$ cat config.mk
export PLATFORM = sky130hd
export DESIGN_NAME = mem_port_arbiter
export DESIGN_NICKNAME = d
export VERILOG_FILES = /design/src/rtl/bu2020_pkg.sv /design/src/rtl/rr_arbiter2.sv /design/src/rtl/mem_port_arbiter.sv
export SDC_FILE = /design/constraint.sdc
export NUM_CORES = 1
export LEC_CHECK = 0
export ABC_AREA = 1
export CAP_MARGIN = 20
export CORE_MARGIN = 2
export CORE_UTILIZATION = 35
export DETAILED_ROUTE_END_ITERATION = 8
export DONT_BUFFER_PORTS = 1
export MAX_ROUTING_LAYER = met4
export PLACE_DENSITY = 0.59
export SETUP_SLACK_MARGIN = 0.05
export SLEW_MARGIN = 20
export SYNTH_ARGS = -nofsm -noshare
export SYNTH_HDL_FRONTEND = slang
export SYNTH_SLANG_ARGS = --single-unit
$ cat constraint.sdc
create_clock -name clk -period 2.3 [get_ports clk]
set_input_delay 0.46 -clock clk [delete_from_list [all_inputs] [get_ports clk]]
set_output_delay 0.46 -clock clk [all_outputs]
set_load 0.1 [all_outputs]
$ cat src/rtl/bu2020_pkg.sv
// Shared BU2020 data-memory widths and the arbiter FSM state encoding.
package bu2020_pkg;

  localparam int ADDR_W = 12;
  localparam int DATA_W = 16;

  typedef enum logic [1:0] {
    IDLE   = 2'd0,
    ACCESS = 2'd1,
    RDWAIT = 2'd2
  } mpa_state_t;

endpackage

$ cat src/rtl/rr_arbiter2.sv
// Two-way round-robin pick: combinational winner from req and the last owner.
// On a tie the port that did not win last time is chosen.
module rr_arbiter2 (
  input  logic [1:0] req_i,
  input  logic       last_owner_i,
  output logic       any_o,
  output logic       winner_o
);

  assign any_o = |req_i;

  always_comb begin
    winner_o = 1'b0;
    if (req_i == 2'b11) begin
      winner_o = ~last_owner_i;
    end else begin
      winner_o = req_i[1];
    end
  end

endmodule

$ cat src/rtl/mem_port_arbiter.sv
// Shares the BU2020 data-memory port between the LSU (port 0) and the loader (port 1).
// One access in flight: grant one cycle after request, read data RD_LAT cycles after grant.
module mem_port_arbiter #(
  parameter int ADDR_W = bu2020_pkg::ADDR_W,
  parameter int DATA_W = bu2020_pkg::DATA_W,
  parameter int RD_LAT = 1
) (
  input  logic              clk,
  input  logic              rst,
  input  logic [1:0]        req,
  input  logic [1:0]        we,
  input  logic [ADDR_W-1:0] addr0,
  input  logic [ADDR_W-1:0] addr1,
  input  logic [DATA_W-1:0] wdata0,
  input  logic [DATA_W-1:0] wdata1,
  output logic [1:0]        gnt,
  output logic [1:0]        rvalid,
  output logic [DATA_W-1:0] rdata,
  output logic [1:0]        err,
  output logic [ADDR_W-1:0] mem_addr,
  output logic [DATA_W-1:0] mem_wdata,
  output logic              mem_write,
  input  logic [DATA_W-1:0] mem_rdata
);

  import bu2020_pkg::*;

  localparam int CW = $clog2(RD_LAT + 1);
  localparam logic [CW-1:0] LAST_CNT = CW'(RD_LAT - 1);

  mpa_state_t        state_q, state_d;
  logic              owner_q, owner_d;
  logic              we_q, we_d;
  logic [CW-1:0]     cnt_q, cnt_d;
  logic [1:0]        gnt_q, gnt_d;
  logic [1:0]        err_q, err_d;
  logic [1:0]        rvalid_q, rvalid_d;
  logic [DATA_W-1:0] rdata_q, rdata_d;
  logic [ADDR_W-1:0] mem_addr_q, mem_addr_d;
  logic [DATA_W-1:0] mem_wdata_q, mem_wdata_d;
  logic              mem_write_q, mem_write_d;

  logic              any_req;
  logic              winner;
  logic              sel_we;
  logic [ADDR_W-1:0] sel_addr;
  logic [DATA_W-1:0] sel_wdata;
  logic [1:0]        winner_oh;
  logic [1:0]        owner_oh;

  rr_arbiter2 u_arb (
    .req_i        (req),
    .last_owner_i (owner_q),
    .any_o        (any_req),
    .winner_o     (winner)
  );

  assign sel_we    = winner ? we[1]  : we[0];
  assign sel_addr  = winner ? addr1  : addr0;
  assign sel_wdata = winner ? wdata1 : wdata0;
  assign winner_oh = winner  ? 2'b10 : 2'b01;
  assign owner_oh  = owner_q ? 2'b10 : 2'b01;

  // Every output is a register, so reset clears them all without waiting for a clock.
  always_comb begin
    state_d     = state_q;
    owner_d     = owner_q;
    we_d        = we_q;
    cnt_d       = cnt_q;
    gnt_d       = '0;
    err_d       = '0;
    rvalid_d    = '0;
    rdata_d     = rdata_q;
    mem_addr_d  = mem_addr_q;
    mem_wdata_d = mem_wdata_q;
    mem_write_d = 1'b0;

    case (state_q)
      IDLE: begin
        if (any_req) begin
          owner_d = winner;
          gnt_d   = winner_oh;
          if (sel_addr[0]) begin
            err_d = winner_oh;
          end else begin
            state_d     = ACCESS;
            we_d        = sel_we;
            cnt_d       = '0;
            mem_addr_d  = sel_addr;
            mem_wdata_d = sel_wdata;
            mem_write_d = sel_we;
          end
        end
      end

      ACCESS: begin
        if (we_q) begin
          state_d = IDLE;
        end else if (RD_LAT == 1) begin
          rdata_d  = mem_rdata;
          rvalid_d = owner_oh;
          state_d  = IDLE;
        end else begin
          cnt_d   = cnt_q + CW'(1);
          state_d = RDWAIT;
        end
      end

      RDWAIT: begin
        if (cnt_q == LAST_CNT) begin
          rdata_d  = mem_rdata;
          rvalid_d = owner_oh;
          state_d  = IDLE;
        end else begin
          cnt_d = cnt_q + CW'(1);
        end
      end

      default: state_d = IDLE;
    endcase
  end

  // Last owner resets to port 1 so that port 0 takes the first tie.
  always_ff @(posedge clk or posedge rst) begin
    if (rst) begin
      state_q     <= IDLE;
      owner_q     <= 1'b1;
      we_q        <= 1'b0;
      cnt_q       <= '0;
      gnt_q       <= '0;
      err_q       <= '0;
      rvalid_q    <= '0;
      rdata_q     <= '0;
      mem_addr_q  <= '0;
      mem_wdata_q <= '0;
      mem_write_q <= 1'b0;
    end else begin
      state_q     <= state_d;
      owner_q     <= owner_d;
      we_q        <= we_d;
      cnt_q       <= cnt_d;
      gnt_q       <= gnt_d;
      err_q       <= err_d;
      rvalid_q    <= rvalid_d;
      rdata_q     <= rdata_d;
      mem_addr_q  <= mem_addr_d;
      mem_wdata_q <= mem_wdata_d;
      mem_write_q <= mem_write_d;
    end
  end

  assign gnt       = gnt_q;
  assign err       = err_q;
  assign rvalid    = rvalid_q;
  assign rdata     = rdata_q;
  assign mem_addr  = mem_addr_q;
  assign mem_wdata = mem_wdata_q;
  assign mem_write = mem_write_q;

endmodule

==> results.toml, run 1 <==
[outcome]
status = "complete, no violations"

[finish]
multi_input_comb_area_sq_um = 927
n_antenna_cell = 0
nFillCells = 711
regArea_sq_um = 1330
syn2layout_area_growth_pct = 22.6
finalNetCount = 442
final_area_sq_um = 3030
drive_gt1_frac = 0.195
final_cells = 461

[clocking]
path_clk_slew_ns = 0.10
postCtsSetupBuffers = 0
h-tree-depth = 2
cts.sinks = 53
clk_latency_ns = 0.30
cts_buffer_depth = 2
cts_tree = "yes"
cts_made_buffers = 5
clockRootBuffer = "clkbuf_8"
hold_buffers = 0
cts.repair.resized = 0

[drt]
first_pass_iters = 4
post-route-drc-count = 0
drt-wirelength-per-cell_um = 13.5
drtIter0Drc = 95
ant_nets = 0
viasPerCell = 4.72
via_count = 2178
wl_um = 6230

[synth]
synth_top_family_by_area = "simple AND/OR/NAND/NOR gates"
synth-seq-cells = 53
synthMuxAreaShare = 0
synth_ff_type = "dfrtp_1"
synth_cells = 319
ys_top_cells_by_count = "nand2_1, nand3_1, dfrtp_1"
synthSimpleGateAreaFrac = 0.339
synth_compound_gate_area_share = 0.0344
yosys.area.top_type = "dfrtp_1"
yosys_warnings = 0
syn_area_sq_um = 2470
postSynthAreaPerCell_sq_um = 7.75
yosysTopAreaCellShare = 0.526
yosysMostFrequentCell = "nand2_1"
ys_types = 18
synth-async-reset-ratio = 1.00
yosys-top-cells-area = "dfrtp_1, nand2_1, nand3_1"
synthXorXnorAreaFrac = 0
synth_edf_count = 0
synth.yosys.seq_area_share = 0.537
syn-num-nets = 397
synth_fa_ha_area_frac = 0

[global_route]
grt_max_degree = 35
use_met1 = 0.196
grt_pass1_vias = 2046
busiest_layer = "met2"
grt_pass1_wl_um = 9660
met2_usage = 0.280
overflow = 0
grt_usage = 0.166
use_met3 = 0.0471
antenna_found_initial = 0

[placement]
dp_hpwl_um = 4590
dp.cells = 453
place_area_sq_um = 2920
place.port_buffers = 0
gp_congestion = 0.719

[die]
dieArea_sq_um = 7750
core_area_sq_um = 6830
io_pins = 129
rows = 30
die_y_um = 88.0
initial_utilization = 0.362
fp.dieW_um = 88.0

[sta]
skew_ns = 0.0121
period_minus_slack_ns = 1.69
relSlewSlack = 0.649
finalHoldViolCount = 0
max_freq_mhz = 592
rsz0062_at_grt = "false"
period_share = 0.734
fin_tns_setup_ns = 0
worst_slew_pin_slew_ns = 0.525
setup_violations = 0
drv_slew = 0

[run]
cap_viol_max_count = 0

[pwr]
power.density_nw_per_um2 = 1610
p_leak_nw = 1.75
peakVddDrop_v = 0.000485

[worst_setup_path]
required_ns = 2.48
startpoint_type = "register"
crit_fanout = 28
cp_data_arrival_time_ns = 1.87
worst-setup-path-type = "register to register"
cp-end-kind = "register"

[min_path]
hold_class = "primary input to async pin"
[stage by stage]
step,util,power (mW),worst slack (ns),hold slack (ns)
after global placement,0.427,4.24,0.627,0.348
after global routing,0.444,5.09,0.434,0.0316
after floorplan,-,3.70,0.555,0.442
after CTS,0.444,4.91,0.599,0.00829
after detailed placement,0.427,4.27,0.618,0.351
final,0.444,4.87,0.612,0.00330
[worst max-delay path, stage by stage, from the launching register on]
cell      delay, ns
dfstp_2        0.56
nand2_1        0.09
buf_4          0.22
nand3b_1       0.12
nand2_2        0.33
nand3_1        0.19
nand2_1        0.07
[power by group]
group	switching, mW	internal, mW	total, mW
Combinational	2.43	0.514	2.94
Clock	0.304	0.327	0.631
Sequential	0.0984	1.20	1.30
Total	2.83	2.04	4.87
[layout by cell type, fill, tap and decap left out, drive strengths merged]
cell type  count
nor2           7
o21ai         17
clkbuf         6
conb           1
bufinv         1
nand3         58
or2            1
clkinv         1
nand2        134
nand3b         1
inv           25
dfrtp         52
buf           60
dfstp          1
[path summary, 6_finish.rpt]
check / slack [ns] / to / depth (start not counted) / start
worst max-delay path: 0.61 / mem_wdata[6] / 6 / owner_q
min in group clk: 0.28 / rdata[1] / 2 / mem_rdata[1]
max in group asynchronous: 1.66 / owner_q / 2 / rst
worst min register to register: 0.48 / err[1] / 1 / state_q[0]
worst max register to register: 0.61 / mem_wdata[6] / 6 / owner_q
worst min-delay path: 0.003 / err[0] / 1 / rst
[cells by family after synthesis]
logic type,after synthesis
AND/OR/NAND/NOR,201
flip-flops,53
buffers and inverters,47
AO/OA/AOI/OAI,17
other,1
[area by class of cell]
cell class / instances / area share
clock buffer: 6 / 0.0239
clock inverter: 2 / 0.0128
inverter: 25 / 0.0310
multi-input combinational: 219 / 0.306
sequential: 53 / 0.438
tap: 96 / 0.0396
timing repair buffer: 60 / 0.149
[layer usage]
layer | part of all wire | vias to the layer above
met3 | 0.084 | 6
li1 | - | 1083
met5 | 0 | -
met2 | 0.49 | 94
met1 | 0.42 | 995
met4 | 0.0092 | 0
[registers in the layout (all words and copies together), names as in the netlist, 2 cells and up]
name,flops
err,2
mem_addr,11
mem_wdata,16
rdata,16
rvalid,2
gnt,2
No activity file was read; power rests on OpenSTA's default activity.
==> run 2, diff against run 1 <==
--- a/config.mk
+++ b/config.mk
@@ -12,7 +12,7 @@
 export DETAILED_ROUTE_END_ITERATION = 8
 export DONT_BUFFER_PORTS = 1
 export MAX_ROUTING_LAYER = met4
-export PLACE_DENSITY = 0.59
+export PLACE_DENSITY = 0.61
 export SETUP_SLACK_MARGIN = 0.05
 export SLEW_MARGIN = 20
 export SYNTH_ARGS = -nofsm -noshare
==> constraint.sdc (replaced) <==
create_clock -name clk -period 1.49 [get_ports clk]
set_input_delay 0.298 -clock clk [delete_from_list [all_inputs] [get_ports clk]]
set_output_delay 0.298 -clock clk [all_outputs]
set_load 0.1 [all_outputs]
==> run 2 against run 1 <==
Against the previous run: sequential share of layout area shrank 1.8 points; sequential power grew 53%; first-iteration DRC count shrank 28%; largest cell class unchanged; highest routed layer unchanged.
==> results.toml, run 2 (synthesis results as in run 1) <==
[outcome]
status = "complete, no violations"

[global_route]
grt_usage = 0.161
antenna_found_initial = 0
grt_pass1_vias = 1982
grt_max_degree = 35
overflow = 0
grt_pass1_wl_um = 9450

[worst_setup_path]
r2r_setup_slack_ns = 0.14
worst-setup-path-type = "register to register"
crit_fanout = 12
crit_path_cell_trace = "nand2_2, nand2_4, nand2_1, nand3_4, clkbuf_16, nand2_1, nand2_1"
critPathBufInv = 1
cp_top_family = "flip-flops"
slowest_delay_ns = 0.56
r2r_end = "mem_wdata[7]"
startpoint_type = "register"
reg2regPathDepth = 7
endpoint = "mem_wdata[7]"
cp_data_arrival_time_ns = 1.59
cp-end-kind = "register"
cpMostUsedCell = "nand2_1"
r2r-start = "owner_q"
required_ns = 1.73
startpoint = "owner_q"
critPathSlowestCell = "dfstp_2"
path_depth = 7

[drt]
ant_nets = 0
wl_um = 6280
drtIter0Drc = 68
drt-wirelength-per-cell_um = 13.5
first_pass_iters = 4
post-route-drc-count = 0
viasPerCell = 4.72
via_count = 2199

[finish]
layout_commonest_cell = "nand2_1"
final_cell_mix = "nand2_1, buf_4, nand3_1"
syn2layout_area_growth_pct = 27.9
multi_input_comb_area_sq_um = 960
drive_gt1_frac = 0.216
n_antenna_cell = 0
fin_util = 0.463
nFillCells = 670
finalNetCount = 447
regArea_sq_um = 1330

[sta]
period_minus_slack_ns = 1.35
drv_slew = 0
fin_tns_setup_ns = 0
fin_ws_ns = 0.142
period_share = 0.905
rsz0062_at_grt = "false"
whs_ns = 0.108
setup_violations = 0
skew_ns = 0.0111
worst_slew_pin_slew_ns = 0.516
relSlewSlack = 0.655
max_freq_mhz = 742
finalHoldViolCount = 0

[pwr]
power.density_nw_per_um2 = 2360
power_frac_seq = 0.267
power_mw = 7.46
p_leak_nw = 1.80
power_switching_mw = 4.40
switching_share = 0.591
clockPowerShare = 0.109
power_frac_comb = 0.623
peakVddDrop_v = 0.000692
intPower_mw = 3.05

[die]
core_area_sq_um = 6830
initial_utilization = 0.362
fp.dieW_um = 88.0
io_pins = 129
dieArea_sq_um = 7750
die_y_um = 88.0
rows = 30

[placement]
place.port_buffers = 0
dp_hpwl_um = 4470
gp_congestion = 0.758
post-place-ws_ns = 0.0740

[clocking]
cts_tree = "yes"
clockRootBuffer = "clkbuf_8"
clk_latency_ns = 0.31
path_clk_slew_ns = 0.10
h-tree-depth = 2
cts.sinks = 53
cts_made_buffers = 5
cts_buffer_depth = 2

[min_path]
hold_depth = 2
hold_class = "primary input to register"
min-delay-start = "mem_rdata[12]"

[run]
cap_viol_max_count = 0
run 2: power groups by stage:
stage / clock network, mW / logic [mW] / registers (mW)
after floorplan: 0 / 0.679 / 5.03
after global placement: 0 / 4.57 / 2.01
after detailed placement: 0 / 4.61 / 2.03
after CTS: 0.861 / 4.62 / 2.00
after global routing: 0.924 / 4.85 / 2.04
final: 0.814 / 4.65 / 1.99
run 2: through the flow:
step | area, sq um | instances
CTS | 3070 | 463
detailed placement | 2970 | 454
global placement | 2970 | 454
global route | 3160 | 466
finish | 3160 | 466
floorplan | 2480 | 319
run 2: worst min path at each step:
stage | endpoint | slack, ns
4_1_cts | rdata[12] | 0.1
2_1_floorplan | err[0] | 0.36
6_report | rdata[12] | 0.11
3_3_place_gp | mem_wdata[9] | 0.23
5_1_grt | rdata[11] | 0.09
3_5_place_dp | mem_wdata[9] | 0.24
run 2: area by class of cell:
type / instances / share of cell area
sequential: 53 / 0.420
multi-input combinational: 219 / 0.304
timing repair buffer: 65 / 0.179
tap: 96 / 0.0380
inverter: 25 / 0.0309
clock buffer: 5 / 0.0218
clock inverter: 3 / 0.00673
run 2: metal layers:
layer / routed length, um / part of all wire / track usage / vias to the layer above
li1: - / - / - / 1094
met4: 58 / 0.0092 / 0.0441 / 0
met1: 2670 / 0.43 / 0.196 / 1006
met5: 0 / 0 / - / -
met3: 572 / 0.091 / 0.0452 / 6
met2: 2980 / 0.47 / 0.265 / 93
run 2: repair_timing:
action / in CTS / in global routing
hold buffers: 1 / 0
pin swaps: 0 / 2
endpoints found under the setup margin: 2 / 30
endpoints found under the hold margin: 20 / 0
buffers inserted: 0 / 1
cloned: 0 / 2
gates resized for setup: 1 / 7
